===== src/rtl/tzd_et_ctrl.sv =====
`default_nettype none
// ============================================================================
// Module   : tzd_et_ctrl
// Brief    : Multi-channel early-termination controller. Captures NCH operands,
//            finds their common trailing-zero count and streams 2^(WIDTH-tz)
//            sample indices with valid/ready backpressure.
//            Optional macro TZD_ET_STATIC_TRUNC_EN adds a static truncation
//            input (trunc) whose set bits are discarded from the operands.
// Revision : 1.0 - initial release
// ============================================================================
module tzd_et_ctrl #(
   parameter int WIDTH = 8,
   parameter int NCH   = 2,
   localparam int TZW  = $clog2(WIDTH + 1)
) (
   input  logic                 clk,
   input  logic                 rst_n,
   input  logic                 in_valid,
   output logic                 in_ready,
   input  logic [NCH*WIDTH-1:0] bx,
`ifdef TZD_ET_STATIC_TRUNC_EN
   input  logic [WIDTH-1:0]     trunc,
`endif
   output logic                 out_valid,
   input  logic                 out_ready,
   output logic [WIDTH-1:0]     out_idx,
   output logic                 out_last,
   output logic [TZW-1:0]       tz,
   output logic [WIDTH-1:0]     mask
);

   localparam logic [WIDTH:0]   c_one   = {{WIDTH{1'b0}}, 1'b1};
   localparam logic [TZW-1:0]   c_width = TZW'(WIDTH);

   typedef enum logic [0:0] {
      S_IDLE = 1'b0,
      S_RUN  = 1'b1
   } state_t;

   state_t           r_state, w_state_nxt;
   logic [WIDTH-1:0] r_cnt, w_cnt_nxt;
   logic [WIDTH-1:0] r_mask, w_mask_nxt;
   logic [TZW-1:0]   r_tz, w_tz_nxt;

   logic [WIDTH-1:0] w_orv;
   logic [WIDTH-1:0] w_mask_calc;
   logic [TZW-1:0]   w_tz_calc;
   logic [TZW-1:0]   w_shamt;
   logic [WIDTH:0]   w_len_m1;
   logic             w_last;

   // Combined operand, optionally with the statically truncated LSBs removed
   always_comb begin
      w_orv = '0;
      for (int c = 0; c < NCH; c++) begin
         w_orv = w_orv | bx[c*WIDTH +: WIDTH];
      end
`ifdef TZD_ET_STATIC_TRUNC_EN
      w_orv = w_orv & ~trunc;
`endif
   end

   // Thermometer mask of trailing zeros and its popcount
   always_comb begin
      logic m;
      m           = 1'b1;
      w_mask_calc = '0;
      w_tz_calc   = '0;
      for (int i = 0; i < WIDTH; i++) begin
         m              = m & ~w_orv[i];
         w_mask_calc[i] = m;
         w_tz_calc      = w_tz_calc + TZW'(m);
      end
   end

   // L-1 in WIDTH+1 bits so that L = 2^WIDTH needs no special case
   assign w_shamt  = c_width - r_tz;
   assign w_len_m1 = (c_one << w_shamt) - c_one;
   assign w_last   = (r_state == S_RUN) && ({1'b0, r_cnt} == w_len_m1);

   always_comb begin
      w_state_nxt = r_state;
      w_cnt_nxt   = r_cnt;
      w_tz_nxt    = r_tz;
      w_mask_nxt  = r_mask;
      case (r_state)
         S_IDLE: begin
            if (in_valid) begin
               w_state_nxt = S_RUN;
               w_cnt_nxt   = '0;
               w_tz_nxt    = w_tz_calc;
               w_mask_nxt  = w_mask_calc;
            end
         end
         S_RUN: begin
            if (out_ready) begin
               if (w_last) begin
                  w_state_nxt = S_IDLE;
                  w_cnt_nxt   = '0;
               end else begin
                  w_cnt_nxt   = r_cnt + 1'b1;
               end
            end
         end
         default: w_state_nxt = S_IDLE;
      endcase
   end

   always_ff @(posedge clk or negedge rst_n) begin
      if (!rst_n) begin
         r_state <= S_IDLE;
         r_cnt   <= '0;
         r_tz    <= '0;
         r_mask  <= '0;
      end else begin
         r_state <= w_state_nxt;
         r_cnt   <= w_cnt_nxt;
         r_tz    <= w_tz_nxt;
         r_mask  <= w_mask_nxt;
      end
   end

   assign in_ready  = (r_state == S_IDLE);
   assign out_valid = (r_state == S_RUN);
   assign out_idx   = r_cnt;
   assign out_last  = w_last;
   assign tz        = r_tz;
   assign mask      = r_mask;

endmodule
`default_nettype wire


===== config.mk =====
export PLATFORM = sky130hd
export DESIGN_NAME = tzd_et_ctrl
export DESIGN_NICKNAME = d
export VERILOG_FILES = /design/src/rtl/tzd_et_ctrl.sv
export SDC_FILE = /design/constraint.sdc
export NUM_CORES = 1
export LEC_CHECK = 0
export BUFFER_PORTS_ARGS = -buffer_cell sky130_fd_sc_hd__buf_2
export CAP_MARGIN = 30
export CORE_ASPECT_RATIO = 0.8
export CORE_MARGIN = 1.5
export CORE_UTILIZATION = 45
export DETAILED_ROUTE_END_ITERATION = 8
export HOLD_SLACK_MARGIN = 0.06
export PLACE_DENSITY_LB_ADDON = 0.1
export SYNTH_ARGS = -nofsm -noshare
export SYNTH_HDL_FRONTEND = slang
export SYNTH_SLANG_ARGS = --single-unit
export TNS_END_PERCENT = 1

===== constraint.sdc =====
create_clock -name clk -period 3.45 [get_ports clk]
set_input_delay 0.5175 -clock clk [delete_from_list [all_inputs] [get_ports clk]]
set_output_delay 0.5175 -clock clk [all_outputs]
set_load 0.03 [all_outputs]

==> impl_metrics.yaml <==
critical_path:
  cp_num_buf_inv: 4
  start_kind: "input port"
  cp-end-kind: "flop"
  required_ps: 3580
  crit_top_cell: "or3_4"
  arrival_ps: 3730
  path_max_fanout: 3
  crit_slowest_cell: "fa_2"
  worstSetupPathType: "input port to flop"
  cp_top_family: "adder cells"
  slowest_delay_ps: 510
  crit_chain: "buf_2, nor2_4, nand2_2, inv_2, nand3_2, or3_4, or3_4, or3_4, fa_1, fa_1, inv_1, ha_1, inv_1, fa_2, o21ai_0"
cts:
  clock-sinks: 21
  cts_buffers: 3
  postCtsSetupRepairBufs: 0
  tritoncts: "done"
  clk_latency_ps: 270
  htree_num_levels: 1
  clk_root_buffer_cell: "clkbuf_8"
  clk_pin_slew_ps: 90
  holdBufCountCts: 0
  cts_buffer_depth: 2
global_routing:
  antenna_found_initial: 0
  grt_usage_pct: 19.6
  grt_first_pass_wirelength_mm: 5.27
  overflow: 0
  grt_start_max_net_pins: 26
  grt_pass1_vias: 1196
sta:
  clock.fmax_ghz: 0.278
  worstMarginPinSlew_ps: 768
  fin_ws_ps: -146
  maxSlewViolCount: 0
  setup_viol: 2
  finalClockSkew_ps: 8.99
  fin_crit_ps: 3600
  slew_headroom_pct: 48.7
  rsz0062_at_grt: "yes"
  finalHoldViolCount: 0
  finalCritPeriodShare_pct: 104
synthesis:
  synthArstFlopShare_pct: 100
  synth_nets: 188
  syn_area_sq_um: 1450
  synth_edf_count: 0
  synth_warnings: 0
  dominantRegCellSynth: "dfrtp_1"
  ys_seq_area_share_pct: 36.4
  ys_ff_latch: 21
  synthCells: 160
  synth.avg_cell_area_sq_um: 9.03
  ys_types: 44
cells_and_area:
  diodes: 0
  nets: 239
  area_growth_pct: 26.6
  utilization_pct: 59.3
  layout_common_cells: "buf_2 (42), dfrtp_1 (21), nand2_1 (20), o21ai_0 (14), buf_4 (11)"
  drive_gt1_share_pct: 35.2
  final_common_cell: "buf_2"
  fillers: 284
place:
  port_buffers: 42
  gp_congestion: 0.823
  dpl.hpwl_mm: 2.42
  place_ws_ps: -550
routing:
  detail-route-antenna-nets: 0
  vias: 1334
  avgViaCountPerCell: 5.34
  wirelength_mm: 3.22
  firstDrtPassIters: 4
  drc: 0
  wl_per_cell_microns: 12.9
  drt_iter0_drc: 69
power:
  leakage_nw: 0.901
  p_per_area_nw_per_um2: 429
  peakVddDrop_uv: 220
job:
  maxCapViolations: 0
floorplanning:
  die_area_sq_um: 3560
  row_count: 18
  io-pin-count: 43
  initial_core_util_pct: 46.8
  die_w_microns: 66.4
  core_area_sq_um: 3090
  die_h_microns: 53.7
hold_path:
  hp-class: "input port to asynchronous set/reset pin"
status:
  status: "finished, violations left"
  failed_checks: "setup timing"
## per-stage QoR
| step | setup TNS (ps) | cell area, sq um | instances | total power, mW | hold slack, ps |
|---|---|---|---|---|---|
| floorplan | -605 | 1450 | 160 | 0.526 | 222 |
| global placement | -1030 | 1760 | 246 | 0.606 | 462 |
| detailed placement | -1480 | 1760 | 246 | 0.614 | 456 |
| CTS | -321 | 1820 | 250 | 0.790 | 215 |
| global route | -526 | 1830 | 250 | 0.839 | 226 |
| finish | -264 | 1830 | 250 | 0.784 | 197 |
## timing repair
item                       CTS  global route
hold endpoints to repair     0             0
resized for setup            3             2
setup endpoints to repair    2             4
pin swaps                    3             0
## area by class of cell
cell class / count / area (sq um) / share of cell area (%)
clock inverters: 1 / 7.51 / 0.410
inverters: 9 / 33.8 / 1.85
clock buffers: 3 / 41.3 / 2.26
well taps: 40 / 50.0 / 2.74
flip-flops and latches: 21 / 526 / 28.7
repair buffers: 53 / 293 / 16.0
multi-input cells: 123 / 878 / 48.0
## cells by family (layout without fill, tap and decap cells)
family,count (synthesis),count (layout),synth area share [%]
and+or+nand+nor,67,67,25.3
AOI/OAI and AO/OA,33,33,15.9
DFF,21,21,36.4
buffers and inverters,16,66,4.16
xor gates and xnor gates,10,10,6.06
adders and majority gates,8,8,8.49
muxes,5,5,3.72
## flip-flops by register name, indices dropped and copies added (netlist names)
signal	cells
out_valid	1
out_idx	8
mask	8
tz	4
## metal layers
layer	vias up	GRT usage [%]	wire length [microns]
met5	-	0	0
met4	0	4.08	20
met3	4	4.39	166
met2	44	35.2	1580
met1	616	24.6	1460
li1	670	-	-
## Yosys cell counts, drive strengths merged (2+ instances only)
master | n | area [sq um]
mux2i | 2 | 20.0
inv | 9 | 33.8
nor3 | 3 | 15.0
xor2 | 10 | 87.6
nand2b | 3 | 18.8
nor4 | 3 | 25.0
o41ai | 2 | 32.5
ha | 5 | 62.6
and3 | 2 | 12.5
o21ai | 15 | 75.1
mux2 | 3 | 33.8
nand3 | 10 | 55.1
a21oi | 2 | 10.0
o211ai | 3 | 22.5
nand4 | 2 | 12.5
fa | 3 | 60.1
nand2 | 21 | 81.3
clkbuf | 6 | 22.5
dfrtp | 21 | 526
or3 | 5 | 46.3
nor2 | 12 | 50.1
o21a | 2 | 15.0
## path summary, 6_finish.rpt
| kind | slack, ps | endpoint | startpoint | cells after the start |
|---|---|---|---|---|
| worst min register to register | 480 | mask[7]$_DFFE_PN0P_ | mask[7]$_DFFE_PN0P_ | 2 |
| max in group asynchronous | 2910 | out_idx[2]$_DFFE_PN0P_ | rst_n | 1 |
| worst max-delay path | -150 | tz[1]$_DFFE_PN0P_ | bx[9] | 15 |
| worst max register to register | 680 | out_idx[0]$_DFFE_PN0P_ | tz[0]$_DFFE_PN0P_ | 9 |
| min in group clk | 440 | mask[7]$_DFFE_PN0P_ | bx[7] | 2 |
| worst min-delay path | 200 | tz[0]$_DFFE_PN0P_ | rst_n | 1 |
## where the power goes
part / total [mW] / internal [mW] / leakage, nW / switching, mW
logic: 0.265 / 0.0991 / 0.605 / 0.166
clock network: 0.171 / 0.0817 / 0.0217 / 0.0891
registers: 0.348 / 0.280 / 0.274 / 0.0679
Note: power is estimated with default switching activity, not from simulation.
